==> src/rtl/nand_unit_arbiter.sv <==
// nand_unit_arbiter: round-robin arbiter and sequencer in front of one shared WIDTH-bit NAND unit.
// Optional macro NAND_XOR_MULTIPASS_EN adds XOR (op[2]=1) as a 4-pass NAND sequence on the same unit.
module nand_unit_arbiter #(
  parameter  int NREQ  = 4,
  parameter  int WIDTH = 32,
  localparam int ID_W  = (NREQ > 1) ? $clog2(NREQ) : 1
) (
  input  logic                  clk,
  input  logic                  rst,
  input  logic [NREQ-1:0]       req,
  input  logic [3*NREQ-1:0]     op,
  input  logic [WIDTH*NREQ-1:0] a,
  input  logic [WIDTH*NREQ-1:0] b,
  output logic [NREQ-1:0]       gnt,
  output logic                  rsp_valid,
  output logic [ID_W-1:0]       rsp_id,
  output logic [WIDTH-1:0]      rsp_data
);

  logic [ID_W-1:0]  ptr;
  logic [ID_W-1:0]  ptr_nxt;
  logic [ID_W-1:0]  grant_id;
  logic             grant_any;
  logic             idle;
  logic             fire;
  logic [2:0]       sel_op;
  logic [WIDTH-1:0] sel_a;
  logic [WIDTH-1:0] sel_b;
  logic [WIDTH-1:0] a_m;
  logic [WIDTH-1:0] b_m;
  logic [WIDTH-1:0] single;

  // Search upward from ptr, wrapping modulo NREQ; the first asserted request wins.
  always_comb begin : rr_search
    int idx;
    // NOTE: combinational blocks use blocking '=' and assign every output a default first, so no latch is inferred.
    grant_any = 1'b0;
    grant_id  = '0;
    idx       = 0;
    for (int k = 0; k < NREQ; k++) begin
      idx = int'(ptr) + k;
      if (idx >= NREQ) idx = idx - NREQ;
      if (!grant_any && req[idx]) begin
        grant_any = 1'b1;
        grant_id  = ID_W'(idx);
      end
    end
  end

  assign fire = !rst && idle && grant_any;

  always_comb begin
    gnt = '0;
    if (fire) gnt[grant_id] = 1'b1;
  end

  assign sel_op  = op[3*grant_id +: 3];
  assign sel_a   = a[WIDTH*grant_id +: WIDTH];
  assign sel_b   = b[WIDTH*grant_id +: WIDTH];
  assign a_m     = sel_op[0] ? ~sel_a : sel_a;
  assign b_m     = sel_op[1] ? ~sel_b : sel_b;
  assign single  = ~(a_m & b_m);
  assign ptr_nxt = (int'(grant_id) == NREQ - 1) ? '0 : grant_id + 1'b1;

`ifdef NAND_XOR_MULTIPASS_EN
  typedef enum logic [1:0] {IDLE, X1, X2, X3} state_t;

  state_t           state;
  state_t           state_nxt;
  logic             sel_xor;
  logic [WIDTH-1:0] xa;
  logic [WIDTH-1:0] xb;
  logic [WIDTH-1:0] n1;
  logic [WIDTH-1:0] t2;
  logic [WIDTH-1:0] t3;
  logic [ID_W-1:0]  xid;

  assign sel_xor = sel_op[2];
  assign idle    = (state == IDLE);

  always_ff @(posedge clk) begin
    if (rst) state <= IDLE;
    else     state <= state_nxt;
  end

  always_comb begin
    state_nxt = state;
    case (state)
      IDLE:    if (fire && sel_xor) state_nxt = X1;
      X1:      state_nxt = X2;
      X2:      state_nxt = X3;
      X3:      state_nxt = IDLE;
      default: state_nxt = IDLE;
    endcase
  end

  // NOTE: sequence datapath registers carry no reset; state alone decides when their contents are consumed.
  always_ff @(posedge clk) begin
    case (state)
      IDLE: if (fire) begin
        xa  <= sel_a;
        xb  <= sel_b;
        xid <= grant_id;
        n1  <= ~(sel_a & sel_b);
      end
      X1:      t2 <= ~(xa & n1);
      X2:      t3 <= ~(xb & n1);
      default: ;
    endcase
  end
`else
  logic unused_xor_bit;

  assign unused_xor_bit = sel_op[2];
  assign idle           = 1'b1;
`endif

  always_ff @(posedge clk) begin
    if (rst) begin
      ptr       <= '0;
      rsp_valid <= 1'b0;
      rsp_id    <= '0;
      rsp_data  <= '0;
    end else begin
      rsp_valid <= 1'b0;
      if (fire) ptr <= ptr_nxt;
`ifdef NAND_XOR_MULTIPASS_EN
      if (fire && !sel_xor) begin
        rsp_valid <= 1'b1;
        rsp_id    <= grant_id;
        rsp_data  <= single;
      end else if (state == X3) begin
        rsp_valid <= 1'b1;
        rsp_id    <= xid;
        rsp_data  <= ~(t2 & t3);
      end
`else
      if (fire) begin
        rsp_valid <= 1'b1;
        rsp_id    <= grant_id;
        rsp_data  <= single;
      end
`endif
    end
  end

endmodule

==> config.mk <==
export PLATFORM = sky130hd
export DESIGN_NAME = nand_unit_arbiter
export DESIGN_NICKNAME = d
export VERILOG_FILES = /design/src/rtl/nand_unit_arbiter.sv
export SDC_FILE = /design/constraint.sdc
export NUM_CORES = 1
export LEC_CHECK = 0
export CORE_AREA = 4 4 120 122
export DETAILED_ROUTE_END_ITERATION = 16
export DIE_AREA = 0 0 124 126
export PLACE_DENSITY_LB_ADDON = 0.05
export RECOVER_POWER = 100
export SLEW_MARGIN = 40
export SYNTH_ARGS = -nofsm -noshare
export SYNTH_HDL_FRONTEND = slang
export SYNTH_SLANG_ARGS = --single-unit
==> constraint.sdc <==
create_clock -name clk -period 2.1 [get_ports clk]
set_input_delay 0.42 -clock clk [delete_from_list [all_inputs] [get_ports clk]]
set_output_delay 0.42 -clock clk [all_outputs]
set_load 0.02 [all_outputs]
; Word level (Yosys, flattened, before mapping)
; Index checks and enable logic that the tools add are counted.
; W data, S select, Z words.
[totals]
mem_bits_rw = 0
out_inout_bits = 39
latch_bits = 0
mem_count = 0
inputBits = 274
elab_cells = 71
romBits = 0
reg_bits = 37
[op_classes]
mux = 31
add_sub_neg = 8
eq_ne = 1
n_lt_le_gt_ge = 10
n_shift = 3
n_mul = 1
reduce_logical = 9
n_div = 0
n_bitwise = 4
[op_table]
columns = op, n
row1 = $shiftx A128 B8 Y32, 2
row2 = $mux W32, 6
row3 = $lt A32 B4 Y1 const B, 4
row4 = $not A32 Y32, 3
row5 = $and A32 B32 Y32, 1
row6 = $mux W1, 14
row7 = $shiftx A12 B5 Y2, 1
row8 = $sub A3 B3 Y4 const B, 3
row9 = $mux W2, 5
row10 = $ge A3 B3 Y1 const B, 3
row11 = $bmux W1 S2, 4
row12 = $add A2 B2 Y3 const B, 2
row13 = $logic_and A1 B1 Y1, 5
row14 = $logic_not A1 Y1, 4
row15 = $mul A2 B2 Y4 const A, 1
row16 = $mux W4, 1
row17 = $sub A2 B3 Y4 const B, 1
row18 = $add A2 B1 Y3 const B, 1
row19 = $ge A2 B3 Y1 const B, 1
row20 = $lt A2 B3 Y1 const B, 1
row21 = $add A2 B1 Y2 const B, 1
row22 = $demux W1 S2, 1
row23 = $eq A2 B1 Y1 const B, 1
row24 = $ge A2 B1 Y1 const B, 1

; Longest topological paths before layout
; Gate-level depths: netlist of the first run.
[depth]
word_depth = 20
depth_mapped = 10
depth_no_buf = 7

; Worst setup path before layout of the first run
; No wires, ideal clock.
[synth_timing]
path_kind = reg2out
start = register ptr[1]
end = output port gnt[0]
t_arrival_ns = 1.902
stages_incl_launch_ff = 10
slack_ns = -0.222
t_required_ns = 1.680
n_path_buf = 3
path_cell_list = dfxtp_1 -> mux2i_1 -> nor2_1 -> a311oi_1 -> buf_2 -> buf_4 -> buf_2 -> inv_2 -> ha_1 -> and2_1
[synth_via]
elab_chain_len = 20
word_cells_on_any_way = 48
classes_between = add/sub: 7 / order compare: 6 / mux: 27 / reduce/logical: 8
[synth_lines]
columns = item, line
row1 = "start, declared", 20  ; logic [ID_W-1:0] ptr;
row2 = "start signal, assigned", 126  ; if (fire) ptr <= ptr_nxt;
row3 = "parallel branches: the longest is 14 deep, another holds $sub A3 B3 Y4", --
row4 = $mux W2 (*), 43  ; if (!grant_any && req[idx]) begin
row5 = via grant_id[0], 22  ; logic [ID_W-1:0] grant_id;
row6 = $lt A2 B3 Y1 (not written as such) or $ge A2 B1 Y1 (tied branches), 54  ; if (fire) gnt[grant_id] = 1'b1;
row7 = $logic_and A1 B1 Y1 (not written as such), 54
row8 = $mux W1 (not written as such), 54
row9 = $demux W1 S2 (*), 54
row10 = $mux W4 (*), 54
row11 = "end, declared", 14  ; output logic [NREQ-1:0] gnt,
; Mark *: on every way through the listed nets, which the timed path passes. The select of a mux whose other input is x is not followed.

; Final worst setup path of the first run
[layout_timing]
start = register ptr[1]
end = register rsp_data[28]
[layout_via]
elab_chain_len = 20
word_cells_on_any_way = 52
classes_between = add/sub: 7 / mul: 1 / order compare: 4 / shift: 3 / mux: 26 / bitwise: 4 / reduce/logical: 7
[layout_lines]
columns = item, line
row1 = "parallel branches: the longest is 20 deep, another holds $sub A3 B3 Y4", --
row2 = "end signal, assigned", 141  ; rsp_data <= single;
row3 = "end, declared", 17  ; output logic [WIDTH-1:0] rsp_data
; Several ways; the timed one is not identified. The select of a mux whose other input is x is not followed.
; A chain may end at the register's enable or synchronous reset.

==> impl_results.md, run 1 <==
* Yosys top cell area share at 0.468
* Failing checks: setup timing
* Initial antenna violation count at 0
* Cells after Synth at ~440
* Clock latency on the worst-skew pair at 0.27 ns
* Leakage at between 0.003 and 0.004 uW
* Most common cell after layout, fill and taps aside: clkdlybuf4s50_1
* Run status: finished with violations
* Final wirelength at between 15000 and 20000 um
* Worst-path clk slew at about 0.050 ns
* Crit path DAT at roughly 2.4 ns
* 1st-pass router iterations at 4
* Worst-case clock buffer depth at 2
* FP Rows at 42
* Most frequent cells in the layout: 300 x clkdlybuf4s50_1, 157 x mux2i_1, 47 x xnor2_1
* Worst Reg-to-Reg Cells at 10
* Comb pwr share at 0.702
* Slowest-stage cell, CP: dfxtp_2
* All-Layer GR Usage at 0.197
* Setup Skew at 0.00295 ns
* HP Start: rsp_id[0]$_SDFFE_PP0P_
* Clock power share at 0.135
* Switching share of total power at 0.356
* Vias/cell at approximately 4.9
* Detailed Route Iter0 Violations at 97
* CP Cell Sequence: buf_4 -> a21oi_4 -> o21ai_2 -> o2bb2a_4 -> buf_12 -> buf_6 -> mux2i_2 -> mux2i_1 -> xnor2_4 -> a311oi_2
* Crit path required time at 2.28 ns
* HPWL Detailed at about 13000 um
* Slew Limit Fails at 0
* Inserted Clock Buffers at 5
* Avg Cell Area, Syn at about 9.7 um2
* Die area at approximately 16000 um2
* Post-synthesis net count at roughly 720
* Hold Path Stages at 2
* Largest net degree at the start of global routing at 37
* Main synth FF type: dfxtp_1
* Worst VDD drop at approximately 0.00033 V
* Setup_tns at -2.68 ns
* Yosys top cell by area: mux2i_1
* CP Depth at 10
* Antenna Nets Post-Route at 0
* Buf/Inv on CP at 3
* GR Overflow Total at 0
* CP Capture Type: flip-flop
* Core Box Area at 13200 um2
* Crit start category: flip-flop
* CP startpoint: ptr[1]$_SDFFE_PP0P_
* Hold crit path type: reg2reg
* Number of synthesized flops with an enable pin at 0
* Minimum clock period after layout at approximately 2.2 ns
* Register share of total power at 0.163
* Final setup margin at -0.136 ns
* Drt wl/cell at between 15 and 20 um
* Fmax at 447 MHz
* Initial core utilization at 0.320
* Yosys Warn Count at 0
* P_int at ~3500 uW
* IO buf count at just over 300
* H-tree Lvls at 2
* Pwr Total at approximately 5500 uW
* CP Max Fanout at 7
* MaxCap Viol Count at 0
* Final worst-path cycle share at 1.06
* Vias at between 4000 and 5000
* Share of layout cells above drive strength 1 at 0.182
* Clock sinks at 37
* Final hold vios at 0
* DR DRC count at 0
* Max incr delay on CP at ~0.33 ns
* Async SR Flop Fraction at 0
* Slew headroom at 0.733
* P&R area growth vs syn at 105%
* Die width at ~120 um
* Die height at roughly 130 um
* PwrDens at between 600 and 700 nW/um2
* Vias in the first global route at between 4000 and 5000
* Flops & latches, synth at 37
* Critical path class: reg2reg
* Sequential share of the synthesized area at 0.176
* First-pass GRT wire length at approximately 24000 um
* Final #Nets at roughly 1000
* Worst slew pin tran at 0.389 ns
* RePlAce Congestion at roughly 0.74
* Worst r2r src: ptr[1]$_SDFFE_PP0P_
* Largest cells by area after synthesis: mux2i_1 47%, dfxtp_1 18%, xnor2_1 13%
* I/O pin count at 313
* Count of different cell masters after synthesis at 26
* CTS tree: done
* CTS root buffer: clkbuf_16
* Net switching power at about 2000 uW
* CP delay by family, top: compound AO/OA/AOI/OAI gates
* Antenna cells at 0
* RSZ-0062 raised after global routing: true
* Area of the mapped netlist at 4220 um2
* Setup violators final at 36
==> per-layer routing <==
metal | GRT usage | vias up | share of wire
li1 | - | 2248 | -
met1 | 0.215 | 2108 | 0.37
met2 | 0.374 | 194 | 0.53
met3 | 0.0439 | 24 | 0.081
met4 | 0.0573 | 0 | 0.019
met5 | 0 | - | 0
==> cells in the mapped netlist, types with 3 or more instances <==
library cell / count
a21oi_1: 6
a311oi_1: 4
a31oi_1: 29
and2_1: 4
buf_2: 9
buf_4: 17
buf_6: 3
clkbuf_1: 9
dfxtp_1: 37
ha_1: 4
inv_1: 3
mux2i_1: 197
nor2_1: 7
o21bai_1: 29
xnor2_1: 64
==> kinds of logic (layout without fill, tap and decap cells) <==
group / after synthesis / after routing / synth area share
adder cells (fa/ha/maj): 4 / 4 / 0.0119
AND/OR/NAND/NOR: 16 / 16 / 0.0187
AO/OA/AOI/OAI: 71 / 71 / 0.119
XOR/XNOR: 64 / 64 / 0.133
flip-flops: 37 / 37 / 0.176
buffers and inverters: 46 / 372 / 0.0694
multiplexers: 199 / 199 / 0.473
==> metrics by stage <==
stage          instances  area (um2)   util  setup WS (ns)  hold slack (ns)
3_5_place_dp         908        7590  0.576         -0.818            0.478
2_1_floorplan        437        4240      -         0.0181            0.470
3_3_place_gp         908        7590  0.576         -0.725            0.469
4_1_cts              923        8000  0.606         -0.104            0.493
5_1_grt              939        8660  0.656         -0.216            0.505
6_report             939        8660  0.656         -0.136            0.485
==> sequential cells by signal, summed over array words and instances (netlist names) <==
name,cells
rsp_valid,1
rsp_data,32
rsp_id,2
ptr,2
==> what timing repair did <==
action,CTS,global route
setup endpoints to repair,36,36
gates resized for setup,67,74
hold endpoints to repair,0,0
cloned,2,9
pin swaps,4,6
buffers inserted,7,8
hold buffers,0,0
==> power by group through the flow <==
stage / Clock [uW] / Sequential [uW] / Combinational, uW
4_1_cts: 757 / 895 / 3290
3_5_place_dp: 0 / 909 / 3050
3_3_place_gp: 0 / 903 / 3000
6_report: 739 / 894 / 3850
5_1_grt: 785 / 907 / 4080
2_1_floorplan: 0 / 1050 / 1790
==> worst reg2reg max path: stages, from the launching register on <==
cell,delay (ns)
dfxtp_2,0.33
buf_4,0.16
a21oi_4,0.13
o21ai_2,0.07
o2bb2a_4,0.29
buf_12,0.15
buf_6,0.14
mux2i_2,0.24
mux2i_1,0.19
xnor2_4,0.17
a311oi_2,0.28
==> path summary, 6_finish.rpt <==
| kind | to | slack (ns) |
|---|---|---|
| hold reg to reg | rsp_id[0]$_SDFFE_PP0P_ | 0.49 |
| setup / recovery | rsp_data[28]$_SDFFE_PP0P_ | -0.14 |
| hold / removal | rsp_id[0]$_SDFFE_PP0P_ | 0.49 |
| setup reg to reg | rsp_data[28]$_SDFFE_PP0P_ | -0.14 |
==> area by class of cell <==
| class | count | area (um2) |
|---|---|---|
| Multi-Input combinational cell | 354 | 3690 |
| Sequential cell | 37 | 742 |
| Inverter | 4 | 15.0 |
| Clock buffer | 7 | 143 |
| Fill cell | 1103 | 4530 |
| Tap cell | 176 | 220 |
| Timing Repair Buffer | 361 | 3840 |
Power figures use the tool's default switching activity.
==> inputs of run 2 (changes only) <==
--- a/config.mk
+++ b/config.mk
@@ -14,3 +14,4 @@
 export SYNTH_ARGS = -nofsm -noshare
 export SYNTH_HDL_FRONTEND = slang
 export SYNTH_SLANG_ARGS = --single-unit
+export TNS_END_PERCENT = 100
==> results of run 2 <==
The final DEF is identical to that of run 1; final timing and power are the same.
